### config.mk
export PLATFORM = sky130hd
export DESIGN_NAME = firebird7_in_gate1_tessent_tdr_w3
export DESIGN_NICKNAME = d
export VERILOG_FILES = /design/src/rtl/firebird7_in_gate1_tessent_tdr_w3.sv
export SDC_FILE = /design/constraint.sdc
export NUM_CORES = 1
export LEC_CHECK = 0
export CORE_MARGIN = 2
export CORE_UTILIZATION = 47
export DETAILED_ROUTE_END_ITERATION = 6
export PLACE_DENSITY_LB_ADDON = 0.25
export SLEW_MARGIN = 20
export SYNTH_ARGS = -nofsm -noshare
export SYNTH_HDL_FRONTEND = slang
export SYNTH_SLANG_ARGS = --single-unit
export TNS_END_PERCENT = 10
### constraint.sdc
create_clock -name ijtag_tck -period 2 [get_ports ijtag_tck]
set_input_delay 0.4 -clock ijtag_tck [delete_from_list [all_inputs] [get_ports ijtag_tck]]
set_output_delay 0.4 -clock ijtag_tck [all_outputs]
set_load 0.05 [all_outputs]
### src/rtl/firebird7_in_gate1_tessent_tdr_w3.sv
// -----------------------------------------------------------------------------
// firebird7_in_gate1_tessent_tdr_w3
//
// IJTAG test data register placed in front of the gate1 IJTAG data mux.
// The register has a shift stage (shreg) and an update stage. The update stage
// drives the mux select and its ijtag_data_in bus. The capture path loads a
// readback value, so the override can be observed through the scan path.
// A shift-length checker rejects any update whose preceding shift count is not
// exactly the register length L = WIDTH+1. A rejected update leaves the update
// stage untouched and sets a sticky length_error flag.
//
// Optional feature macro: FIREBIRD7_TDR_CAPTURE_EN
//   defined   : capture loads {ijtag_select, capture_data_in} (live mux view)
//   undefined : capture loads {ijtag_select, ijtag_data_out} (last written
//               value); capture_data_in is then unused.
//
// Ports
//   ijtag_tck        in   TDR clock, rising edge
//   ijtag_reset      in   asynchronous active-high reset
//   ijtag_sel        in   TDR selected; all controls are ignored when low
//   ijtag_ce         in   capture enable (highest priority)
//   ijtag_se         in   shift enable
//   ijtag_ue         in   update enable (lowest priority)
//   ijtag_si         in   scan in
//   ijtag_so         out  scan out = shreg[0]
//   capture_data_in  in   [WIDTH] observation of the mux data_out
//   ijtag_select     out  update-stage select bit, drives mux select
//   ijtag_data_out   out  [WIDTH] update-stage data, drives mux ijtag_data_in
//   length_error     out  sticky flag, set by a rejected update
// -----------------------------------------------------------------------------
module firebird7_in_gate1_tessent_tdr_w3 #(
  parameter int WIDTH = 3
) (
  input  logic             ijtag_tck,
  input  logic             ijtag_reset,
  input  logic             ijtag_sel,
  input  logic             ijtag_ce,
  input  logic             ijtag_se,
  input  logic             ijtag_ue,
  input  logic             ijtag_si,
  output logic             ijtag_so,
  input  logic [WIDTH-1:0] capture_data_in,
  output logic             ijtag_select,
  output logic [WIDTH-1:0] ijtag_data_out,
  output logic             length_error
);

  localparam int L     = WIDTH + 1;
  localparam int CNT_W = $clog2(L + 2);
  localparam logic [CNT_W-1:0] CNT_LEN = CNT_W'(L);
  localparam logic [CNT_W-1:0] CNT_MAX = CNT_W'(L + 1);
  localparam logic [CNT_W-1:0] CNT_ONE = CNT_W'(1);

  typedef enum logic [1:0] {
    ST_IDLE     = 2'd0,
    ST_CAPTURED = 2'd1,
    ST_SHIFTING = 2'd2
  } state_e;

  state_e           state_q, state_d;
  logic [CNT_W-1:0] cnt_q, cnt_d;
  logic [L-1:0]     shreg_q, shreg_d;
  logic [L-1:0]     upd_q, upd_d;
  logic             err_q, err_d;

  // One action per edge: ce beats se beats ue, and nothing happens unless selected.
  logic do_cap, do_shift, do_upd, upd_ok;
  logic [WIDTH-1:0] cap_src;

  assign do_cap   = ijtag_sel & ijtag_ce;
  assign do_shift = ijtag_sel & ~ijtag_ce & ijtag_se;
  assign do_upd   = ijtag_sel & ~ijtag_ce & ~ijtag_se & ijtag_ue;

  // An update is only trusted after exactly L shifts following a capture.
  assign upd_ok = (state_q == ST_SHIFTING) && (cnt_q == CNT_LEN);

`ifdef FIREBIRD7_TDR_CAPTURE_EN
  assign cap_src = capture_data_in;
`else
  assign cap_src = upd_q[WIDTH-1:0];
  logic unused_capture_data;
  assign unused_capture_data = ^capture_data_in;
`endif

  // State register (also holds the shift and update stages)
  always_ff @(posedge ijtag_tck or posedge ijtag_reset) begin
    if (ijtag_reset) begin
      state_q <= ST_IDLE;
      cnt_q   <= '0;
      shreg_q <= '0;
      upd_q   <= '0;
      err_q   <= 1'b0;
    end else begin
      state_q <= state_d;
      cnt_q   <= cnt_d;
      shreg_q <= shreg_d;
      upd_q   <= upd_d;
      err_q   <= err_d;
    end
  end

  // Next-state and shift counter
  always_comb begin
    state_d = state_q;
    cnt_d   = cnt_q;
    if (do_cap) begin
      state_d = ST_CAPTURED;
      cnt_d   = '0;
    end else if (do_shift) begin
      case (state_q)
        ST_CAPTURED: begin
          state_d = ST_SHIFTING;
          cnt_d   = CNT_ONE;
        end
        ST_SHIFTING: begin
          // Saturate one past L so an over-shift can never wrap back to L.
          if (cnt_q != CNT_MAX) cnt_d = cnt_q + CNT_ONE;
        end
        default: ;
      endcase
    end else if (do_upd) begin
      state_d = ST_IDLE;
    end
  end

  // Shift stage, update stage and error flag
  always_comb begin
    shreg_d = shreg_q;
    upd_d   = upd_q;
    err_d   = err_q;
    if (do_cap) begin
      shreg_d = {upd_q[WIDTH], cap_src};
    end else if (do_shift) begin
      shreg_d = {ijtag_si, shreg_q[L-1:1]};
    end else if (do_upd) begin
      if (upd_ok) begin
        upd_d = shreg_q;
        err_d = 1'b0;
      end else begin
        err_d = 1'b1;
      end
    end
  end

  assign ijtag_so       = shreg_q[0];
  assign ijtag_select   = upd_q[WIDTH];
  assign ijtag_data_out = upd_q[WIDTH-1:0];
  assign length_error   = err_q;

endmodule

== After elaboration in Yosys (flattened, before gate mapping) ==
Index checks and enable logic that the tools add are counted.
Word-level totals
  bits in read-only memories: 0
  RAM bits: 0
  register bits after elaboration: 14
  output and inout bits: 6
  input bits: 10
  word-level logic and storage cells: 40
  bits in latches: 0
  memories kept: 0
Cells by class
  eq/ne operators: 6
  shift-type cells: 0
  divide/modulo/power cells: 0
  multiplexer cells: 11
  bitwise gates (word level): 9
  add/sub/neg operators: 1
  multiply operators: 0
  reductions and logical operators: 8
  order comparisons: 0
Operators by type and width (number)
  two-way mux 3 bit: 3
  two-way mux 2 bit: 4
  two-way mux 4 bit: 2
  != test 3 x 2 -> 1 bit, second input constant: 2
  case mux 3 bit (2 select lines): 1
  AND reduction 3 bit: 2
  nonzero test 3 bit: 2
  AND 1 bit: 5
  inverter 1 bit: 4
  AND reduction 4 bit: 1
  adder 3 x 1 -> 3 bit, second input constant: 1
  equality test 3 bit, second input constant: 1
  != test 3 bit, second input constant: 1
  equality test 2 x 1 -> 1 bit, second input constant: 1
  equality test 2 bit, second input constant: 1
  AND reduction 2 bit: 1
  nonzero test 2 bit: 1
  logical AND 1 bit: 1
  two-way mux 1 bit: 1

== Depth between registers and ports, before layout ==
  depth after elaboration: 7
  depth in mapped cells: 6
  depth with buffers taken out: 6

== Worst setup path after synthesis ==
OpenSTA, ideal clock, no wires.
  path kind: input-to-reg
  from: in ijtag_sel
  to: reg upd_q[0]
  cell stages on the path: 6
  library setup time: 0.125 ns
  arrival: 1.314 ns
  setup slack: 0.561 ns
  buffers on the path: 2
  cells stage by stage: buf_6 > inv_4 > nor3_2 > and4_1 > buf_6 > mux2_4
Between the ends
  cells in the longest elaborated chain, start to end: 4
RTL lines
  start: declaration: RTL line 36  | input logic ijtag_sel,
  AND 1 bit: RTL line 71, 72
  AND 1 bit, on equally long branches: RTL line 72, 71
  AND 1 bit / inverter 1 bit (equally long branches)
  AND reduction 4 bit (no source line) (*)
  end signal: assignment: RTL line 97  | upd_q <= upd_d;
  end: declaration: RTL line 63  | logic [L-1:0] upd_q, upd_d;
Mark *: on every way between the ends. The rest lies on a longest branch, timed or not.
A chain may end at the register's enable or synchronous reset.

== Worst setup path after layout ==
  from: reg upd_q[2]
  to: out ijtag_data_out[2]
RTL lines
  end: declaration: RTL line 44  | output logic [WIDTH-1:0] ijtag_data_out,
No word-level cell between the ends.

==> run metrics <==
run status=completed; min Tclk post-route=1.87 ns; leading register cell type out of synthesis=dfrtp_1; count of endpoints failing hold in the final timing report=0; clock sinks=14; gate family responsible for the most delay along the worst path=buffers and inverters; most area-consuming cells after synthesis=dfrtp_1 (46%), mux2_4 (7.9%), ha_1 (4.9%); ratio of total power to cell area=691 mW/mm^2; global-route wire length before repair=2640 um; post-layout net count=108; Max Root-Sink Buffers=2; P&R area growth vs syn=27.5%; area of all placed cells without fillers=975 sq um; total setup buffers inserted after CTS=0; Slew @ Worst Pin=0.542 ns; synthesized area per cell=10.6 sq um; width of the die=44.3 um; post-synth top area share=45.8%; number of max-slew violations in the final report=0; site row count=14; CP max FO=3; post-synthesis net count=85; starting density of the core=50.2%; post-route fraction of the period consumed by the critical path=93.7%; data arrival time at the worst-slack endpoint=1.47 ns; data required time at the worst endpoint=1.60 ns; maximum single-stage delay on the critical path=0.81 ns; Hold-fix buffers, CTS=0; most frequent cell after synthesis=dfrtp_1; PostCTS Resize Cnt=0; mapped cell area=764 sq um; total CTS buffers=3; Max-Cap Viols=0; Iteration-0 DRC Markers=6; standard cell with the maximum stage delay on the critical path=clkdlybuf4s50_1; GP Congestion=0.775; Worst Skew=0.00131 ns; number of warning messages in the yosys log=0; CP endpoint kind=output port; global route overflow=0; detailed-placement wirelength estimate=1110 um; Die ar.=0.00197 sq mm; area of the placeable core=0.00152 sq mm; number of antenna violations at the first check in global routing=0; Final Core Density=64.0%; Remaining DRCs=0; number of placed I/O pins=16; overall routed net length=1540 um; setup repair after global routing missed its margin=false; DR vias=601; relative slew slack=63.8%; Worst Setup Start Kind=flip-flop; deepest level of the CTS H-tree=1; Chip Height=44.3 um; share of flip-flops with an asynchronous set or reset=100%; via count of the first global-routing pass=578; Final Power=0.673 mW; Seq cells post-synth=14; pin count of the biggest net entering global routing=15; number of setup violations in the final report=0; unique cell type count in the Yosys netlist=25; number of filler instances in the final layout=131; peak ir drop on the vdd network=0.478 mV; number of instances in the synthesized netlist=72; number of flops mapped to enable cells by yosys=0; count of buffers inserted at the top-level ports=12; most used standard cells in the synthesized netlist=dfrtp_1 (14), nand2_1 (10), inv_1 (5), o21ai_1 (5); latest clock arrival within the worst-skew pair=0.28 ns; TritonCTS clock tree=done; buffers plus inverters on the worst setup path=1; number of detailed-routing iterations run before antenna repair=4; vias per inst=5.46; post-detailed-route wirelength per cell=14.0 um; Fmax=534 MHz; Final ANT Viol Nets=0; Root Driver=clkbuf_4; dominant cell type by area after synthesis=dfrtp_1; final setup TNS=0 ns; cell breakdown of the critical path=clkdlybuf4s50_1; share of cells above drive strength 1=22.3%; class of the tightest hold or removal check=primary input to asynchronous set/reset pin; type of the worst setup path=flip-flop to output port; number of antenna repair diodes=0; clock-pin slew on the worst setup and hold paths=0.08 ns; total track usage=19.0%; Static Leak=0.442 nW; dpl cell area=938 sq um; sequential area share after synthesis=45.8%
[cell type report]
cell class / count / area (sq um) / area share [%]
tap: 16 / 20.0 / 2.05
clock buffer: 4 / 36.3 / 3.72
inverter: 6 / 25.0 / 2.57
timing repair buffer: 21 / 188 / 19.3
multi-input combinational: 49 / 355 / 36.5
sequential: 14 / 350 / 35.9
[power by group]
group | internal, mW | leakage [nW] | switching (mW)
clock network | 0.111 | 0.0210 | 0.0886
logic | 0.0694 | 0.237 | 0.0764
registers | 0.305 | 0.183 | 0.0233
[path summary, 6_finish.rpt]
| kind | from | endpoint | slack (ns) | depth (start not counted) |
|---|---|---|---|---|
| min in group ijtag_tck | cnt_q[2] | cnt_q[2] | 0.53 | 1 |
| worst max register to register | state_q[0] | upd_q[3] | 0.47 | 5 |
| worst max-delay path | upd_q[2] | ijtag_data_out[2] | 0.13 | 1 |
| worst min register to register | cnt_q[2] | cnt_q[2] | 0.53 | 1 |
| worst min-delay path | ijtag_reset | upd_q[0] | 0.46 | 2 |
| max in group asynchronous | ijtag_reset | cnt_q[1] | 1.18 | 2 |
[state kept, by name, indices dropped and copies added (netlist names)]
register,flops
cnt_q,3
length_error,1
state_q,2
upd_q,4
shreg_q,4
[cells in the final DEF (no fill, tap or decap), types with 2 or more instances in the layout]
master,netlist,final
clkbuf_4,0,3
inv_1,5,5
a31oi_1,4,4
nor2b_1,4,4
ha_1,3,3
o21ai_0,2,2
clkdlybuf4s50_1,0,12
nand2_1,10,10
mux2_4,4,4
buf_4,0,9
a22oi_1,4,4
dfrtp_1,14,14
o21ai_1,5,5
[per-stage QoR]
stage	instances	worst slack [ns]	hold slack [ns]
finish	110	0.126	0.460
global route	110	0.0728	0.512
CTS	110	0.114	0.480
detailed placement	106	0.0579	0.503
global placement	106	0.0625	0.491
floorplan	72	0.561	0.289
[logic make-up (layout without fill, tap and decap cells)]
family                     Yosys count  after routing  synth area share [%]
muxes                                5              5                  9.17
buffers and inverters                9             31                  7.69
AOI/OAI and AO/OA                   20             20                  16.9
adders and majority gates            3              3                  4.91
DFF                                 14             14                  45.8
and+or+nand+nor                     21             21                  15.5
[routing by layer]
layer  vias up  track usage [%]  share of wire (%)
met4         0             7.27               0.97
met2        11             29.4                 47
li1        301                -                  -
met5         -                0                  0
met1       287             24.7                 49
met3         2             6.12                2.7
No activity file was read; power rests on OpenSTA's default activity.
